<file path="src/rtl/otp_auth_pkg.sv">
// Shared state encoding and default widths for the OTP authentication controller.
package otp_auth_pkg;

  typedef enum logic [2:0] {
    IDLE     = 3'd0,
    GEN      = 3'd1,
    ENTER    = 3'd2,
    CHECK    = 3'd3,
    UNLOCKED = 3'd4,
    EXPIRED  = 3'd5,
    LOCKED   = 3'd6
  } otp_state_t;

  localparam int DEF_NUM_DIGITS = 4;
  localparam int DEF_DIGIT_W    = 4;
  localparam int CNT_W          = 4;

  // Minimum counter width able to hold 0..limit-1 without wrapping.
  function automatic int cnt_width(input int limit);
    return (limit > 1) ? $clog2(limit) : 1;
  endfunction

endpackage

</file>
<file path="src/rtl/otp_digit_buffer.sv">
// Digit entry buffer: write/delete/clear one cycle after the strobe, never stalls.
// Delete support is compiled in only when OTP_DIGIT_DEL_EN is defined.
module otp_digit_buffer
  import otp_auth_pkg::*;
#(
  parameter int NUM_DIGITS = DEF_NUM_DIGITS,
  parameter int DIGIT_W    = DEF_DIGIT_W
) (
  input  logic                          clk,
  input  logic                          reset,
  input  logic                          wr,
  input  logic                          del,
  input  logic                          clr,
  input  logic [DIGIT_W-1:0]            din,
  output logic [NUM_DIGITS*DIGIT_W-1:0] buffer,
  output logic [CNT_W-1:0]              digit_cnt,
  output logic                          fill
);

  localparam logic [CNT_W-1:0] FULL = CNT_W'(NUM_DIGITS);
  localparam logic [CNT_W-1:0] LAST = CNT_W'(NUM_DIGITS - 1);
  localparam logic [CNT_W-1:0] ONE  = CNT_W'(1);

  logic do_wr;
  logic do_del;

`ifdef OTP_DIGIT_DEL_EN
  // A delete in the same cycle as a write wins and swallows the write.
  assign do_del = del && (digit_cnt != '0);
  assign do_wr  = wr && !del && (digit_cnt != FULL);
`else
  logic del_unused;
  assign del_unused = del;
  assign do_del     = 1'b0;
  assign do_wr      = wr && (digit_cnt != FULL);
`endif

  // High in the cycle whose write completes the entry.
  assign fill = do_wr && (digit_cnt == LAST);

  always_ff @(posedge clk) begin
    if (reset || clr) begin
      buffer    <= '0;
      digit_cnt <= '0;
    end else if (do_del) begin
      for (int i = 0; i < NUM_DIGITS; i++) begin
        if (CNT_W'(i) == digit_cnt - ONE)
          buffer[(NUM_DIGITS-1-i)*DIGIT_W +: DIGIT_W] <= '0;
      end
      digit_cnt <= digit_cnt - ONE;
    end else if (do_wr) begin
      for (int i = 0; i < NUM_DIGITS; i++) begin
        if (CNT_W'(i) == digit_cnt)
          buffer[(NUM_DIGITS-1-i)*DIGIT_W +: DIGIT_W] <= din;
      end
      digit_cnt <= digit_cnt + ONE;
    end
  end

endmodule

</file>
<file path="src/rtl/otp_auth_ctrl.sv">
// OTP authentication FSM: final digit to unlock in 2 cycles; strobes outside ENTER are dropped.
// Digit delete is enabled by defining OTP_DIGIT_DEL_EN.
module otp_auth_ctrl
  import otp_auth_pkg::*;
#(
  parameter int NUM_DIGITS    = DEF_NUM_DIGITS,
  parameter int DIGIT_W       = DEF_DIGIT_W,
  parameter int MAX_ATTEMPTS  = 3,
  parameter int EXPIRE_CYCLES = 1500000000,
  parameter int HOLD_CYCLES   = 250000000
) (
  input  logic                          clk,
  input  logic                          reset,
  input  logic [NUM_DIGITS*DIGIT_W-1:0] lfsr_digit,
  input  logic                          lfsr_latch,
  input  logic [DIGIT_W-1:0]            user_digit,
  input  logic                          user_latch,
  input  logic                          user_del,
  output logic                          unlock,
  output logic                          expired,
  output logic                          reset_sys,
  output logic [3:0]                    wrng_atmpt,
  output logic [3:0]                    digit_cnt,
  output logic [NUM_DIGITS*DIGIT_W-1:0] user_otp_out,
  output logic [NUM_DIGITS*DIGIT_W-1:0] otp,
  output logic [2:0]                    state_out
);

  localparam int EW = cnt_width(EXPIRE_CYCLES);
  localparam int HW = cnt_width(HOLD_CYCLES);

  otp_state_t     state, state_d;
  logic [EW-1:0]  exp_tmr;
  logic [HW-1:0]  hold_tmr;
  logic [3:0]     wrng_next;
  logic           buf_wr, buf_del, buf_clr, buf_fill;
  logic           timeout, match, terminal;

  assign timeout   = (exp_tmr == EW'(EXPIRE_CYCLES - 1));
  assign match     = (user_otp_out == otp);
  assign wrng_next = wrng_atmpt + 4'd1;
  assign terminal  = (state == UNLOCKED) || (state == EXPIRED) || (state == LOCKED);
  assign state_out = state;

  otp_digit_buffer #(
    .NUM_DIGITS (NUM_DIGITS),
    .DIGIT_W    (DIGIT_W)
  ) u_buf (
    .clk       (clk),
    .reset     (reset),
    .wr        (buf_wr),
    .del       (buf_del),
    .clr       (buf_clr),
    .din       (user_digit),
    .buffer    (user_otp_out),
    .digit_cnt (digit_cnt),
    .fill      (buf_fill)
  );

  always_comb begin
    state_d = state;
    buf_wr  = 1'b0;
    buf_del = 1'b0;
    buf_clr = 1'b0;
    case (state)
      IDLE: begin
        buf_clr = 1'b1;
        state_d = GEN;
      end
      GEN: if (lfsr_latch) state_d = ENTER;
      ENTER: begin
        // Timeout beats a digit arriving in the same cycle.
        if (timeout) begin
          state_d = EXPIRED;
        end else begin
          buf_wr  = user_latch;
          buf_del = user_del;
          if (buf_fill) state_d = CHECK;
        end
      end
      CHECK: begin
        if (match) begin
          state_d = UNLOCKED;
        end else if (wrng_next == 4'(MAX_ATTEMPTS)) begin
          state_d = LOCKED;
        end else begin
          buf_clr = 1'b1;
          state_d = ENTER;
        end
      end
      UNLOCKED, EXPIRED, LOCKED: if (hold_tmr == HW'(HOLD_CYCLES - 1)) state_d = IDLE;
      default: state_d = IDLE;
    endcase
  end

  always_ff @(posedge clk) begin
    if (reset) begin
      state      <= IDLE;
      otp        <= '0;
      wrng_atmpt <= '0;
      exp_tmr    <= '0;
      hold_tmr   <= '0;
      unlock     <= 1'b0;
      expired    <= 1'b0;
      reset_sys  <= 1'b0;
    end else begin
      state     <= state_d;
      unlock    <= (state_d == UNLOCKED);
      expired   <= (state_d == EXPIRED);
      reset_sys <= (state_d == LOCKED);
      hold_tmr  <= (terminal && state_d == state) ? hold_tmr + HW'(1) : '0;
      case (state)
        IDLE: begin
          otp        <= '0;
          wrng_atmpt <= '0;
          exp_tmr    <= '0;
        end
        GEN: if (lfsr_latch) begin
          otp     <= lfsr_digit;
          exp_tmr <= '0;
        end
        // Session timer keeps running across retries; only IDLE/GEN restart it.
        ENTER: if (!timeout) exp_tmr <= exp_tmr + EW'(1);
        CHECK: if (!match) wrng_atmpt <= wrng_next;
        default: ;
      endcase
    end
  end

endmodule

</file>
<file path="config.mk">
export PLATFORM = sky130hd
export DESIGN_NAME = otp_auth_ctrl
export DESIGN_NICKNAME = d
export VERILOG_FILES = /design/src/rtl/otp_auth_pkg.sv /design/src/rtl/otp_digit_buffer.sv /design/src/rtl/otp_auth_ctrl.sv
export SDC_FILE = /design/constraint.sdc
export NUM_CORES = 1
export LEC_CHECK = 0
export ABC_AREA = 1
export CAP_MARGIN = 0
export CORE_MARGIN = 10
export CORE_UTILIZATION = 25
export CTS_BUF_LIST = sky130_fd_sc_hd__clkbuf_4 sky130_fd_sc_hd__clkbuf_8
export DETAILED_ROUTE_END_ITERATION = 6
export GPL_ROUTABILITY_DRIVEN = 0
export PLACE_DENSITY_LB_ADDON = 0.15
export SETUP_SLACK_MARGIN = 0.05
export SLEW_MARGIN = 20
export SYNTH_ARGS = -nofsm -noshare
export SYNTH_HDL_FRONTEND = slang
export SYNTH_SLANG_ARGS = --single-unit
</file>
<file path="constraint.sdc">
create_clock -name clk -period 2 [get_ports clk]
set_input_delay 0.2 -clock clk [delete_from_list [all_inputs] [get_ports clk]]
set_output_delay 0.2 -clock clk [all_outputs]
set_load 0.03 [all_outputs]
</file>
==> results.txt <==
DRC violations left - 0
Power Dens Cells - 656.9 nW/um^2
Largest net degree at the start of global routing - 31
Syn avg cell area - 6.552 um^2
Outcome - finished, final reports clean
Vias/cell - 4.438
Crit-path cells - clkdlybuf4s50_1
# IOs - 71
Slowest stage delay, CP - 770 ps
CTS max path bufs - 2
Overall power - 4.907 mW
Top Layer Used - met4
DR WL met2 - 8379 um
CP max-delay cell - clkdlybuf4s50_1
Vias in the first global route - 5768
Hold crit path type - in -> reg
Hold Crit Start - reset
Final setup fails - 0
Area after DPL - 7196 um^2
Area grow syn2layout - 23.12%
Worst Setup End Kind - primary output
Via count - 5902
YS warnings - 0
Antenna Nets Post-Route - 0
Initial antenna violation count - 0
Hold path cells - 4
GRT Overall Usage - 0.1229
Post-synthesis instance total - 926
Initial core utilization - 0.2562
Num CTS Buffers - 9
Final worst-path cycle share - 0.9002
Root buf cell - clkbuf_8
Initial drt markers - 242
Commonest non-fill, non-tap cells in the layout - nand2_1, nor2_1, dfxtp_1
Final #Nets - 1040
Top FF cell, synth - dfxtp_1
Layout cells sized above 1 - 0.1128
Worst IR Drop VDD - 0.0003235 V
WP data arrival - 1600 ps
R2r setup slk - 220 ps
Hold_ws - 280.9 ps
Met1 wire length - 8622 um
Fmax - 0.5554 GHz
Drt wl/cell - 14.11 um
Drt total wl - 18760 um
Antenna diodes - 0
PortBufs - 69
Startpoint types - flop
Die ar. - 30900 um^2
Max cap viols - 0
Pins Over Slew Limit - 0
FF+latch count, synth - 105
First-pass GRT wire length - 30770 um
Layout Skew - 17.11 ps
Total congestion overflow - 0
Height of the die - 175.8 um
RSZ-0062 raised after global routing - false
Netlist Area Pre-Place - 6067 um^2
WS Path Type - reg -> out
Core Box Area - 23680 um^2
R2r worst-path depth - 9
Clock-pin slew on the worst setup and hold paths - 110 ps
Worst r2r src - exp_tmr[15]
Half-perimeter wire length after placement - 14370 um
CTS tree - yes
Worst-Skew Late Latency - 390 ps
Worst Path Max Fanout - 5
Clock sink count - 105
Min cycle time layout - 1800 ps
Slew HR - 0.7116
Worst-Margin Slew - 429.3 ps
Setup TNS Final - 0 ps
Rows - 56
Synth Net Count - 959
Drt pass-1 iters - 5
Hold endpoint - hold_tmr[3]
Final Hold Vio Count - 0
Post-cts hold buffer count - 0
Post-route cell area - 7470 um^2
Netlist cell types - 37
Crit-path leading delay family - buffers and inverters
FFs w/ async S/R, synth - 0
Leak - 2.595 nW
Met3 Routed Length - 1519 um
Register area share after synthesis - 0.3465
Die W - 175.8 um
H-tree depth - 3
Buf+Inv Stages, Crit Path - 1
EDFF count, synth - 0
CP required - 1800 ps
FF-to-FF End - exp_tmr[27]
Commonest non-fill, non-tap cell in the layout - nand2_1
[cell families after synthesis]
family,count (synthesis),synth area share
AND/OR/NAND/NOR,556,0.4232
buffers and inverters,132,0.09239
flip-flops,105,0.3465
AO/OA/AOI/OAI,104,0.09115
XOR/XNOR,21,0.03031
adder cells (fa/ha/maj),8,0.01650
[Yosys cell counts, drive strengths merged (5+ instances only)]
master	instances	area, um^2
nand2	237	929.6
nor2	170	735.7
dfxtp	105	2102
inv	104	392.9
a21oi	73	365.4
nand3	61	335.3
nand4	32	200.2
nor3	30	180.2
o21ai	18	90.09
buf	16	121.4
xor2	16	140.1
a211oi	11	82.58
clkbuf	11	42.54
or2	10	62.56
ha	8	100.1
nand3b	6	45.04
nor3b	5	47.54
xnor2	5	43.79
[worst max-delay path by stage]
stage                         to         start  cells past startpoint  slack (ps)
CTS                  hold_tmr[2]   hold_tmr[0]                     10          80
global route        hold_tmr[18]   hold_tmr[1]                     11          60
detailed placement   hold_tmr[2]   hold_tmr[0]                     10          20
finish              state_out[1]  state_out[1]                      1         200
floorplan            exp_tmr[27]  state_out[2]                     11         280
global placement     hold_tmr[2]   hold_tmr[0]                     10          90
[sequential cells by signal, summed over array words and instances (netlist names)]
signal           flops
exp_tmr             31
hold_tmr            28
otp                 16
u_buf.buffer        16
u_buf.digit_cnt      4
wrng_atmpt           4
state_out            3
expired              1
reset_sys            1
unlock               1
[per-layer routing]
| metal | up-vias | GRT usage |
|---|---|---|
| met4 | 0 | 0.02685 |
| met1 | 2630 | 0.1498 |
| met5 | - | 0 |
| li1 | 3131 | - |
| met2 | 125 | 0.1963 |
| met3 | 16 | 0.05276 |
[repair_timing]
| item | CTS | global route |
|---|---|---|
| endpoints found under the setup margin | 2 | 69 |
| cloned | 0 | 0 |
| pin swaps | 0 | 3 |
| gates resized for setup | 2 | 12 |
| setup buffers | 0 | 2 |
[area by class of cell]
cell class,count,area (um^2)
fillers,2672,16210
multi-input cells,689,3440
flip-flops and latches,105,2103
repair buffers,97,918.4
inverters,105,399.1
well taps,319,399.1
clock buffers,10,131.4
clock inverters,5,78.83
[power by group]
| part | switching, mW | total, mW | internal, mW |
|---|---|---|---|
| logic | 0.715 | 1.13 | 0.417 |
| clock network | 0.789 | 1.50 | 0.715 |
| registers | 0.0891 | 2.27 | 2.18 |
| total | 1.59 | 4.91 | 3.31 |
[metrics by stage]
stage	setup slack (ps)	instances	util
2_1_floorplan	277.5	926	-
3_3_place_gp	93.70	1313	0.3038
3_5_place_dp	24.50	1313	0.3038
4_1_cts	77.04	1328	0.3128
5_1_grt	56.28	1330	0.3154
6_report	199.6	1330	0.3154
No activity file was read; power rests on OpenSTA's default activity.
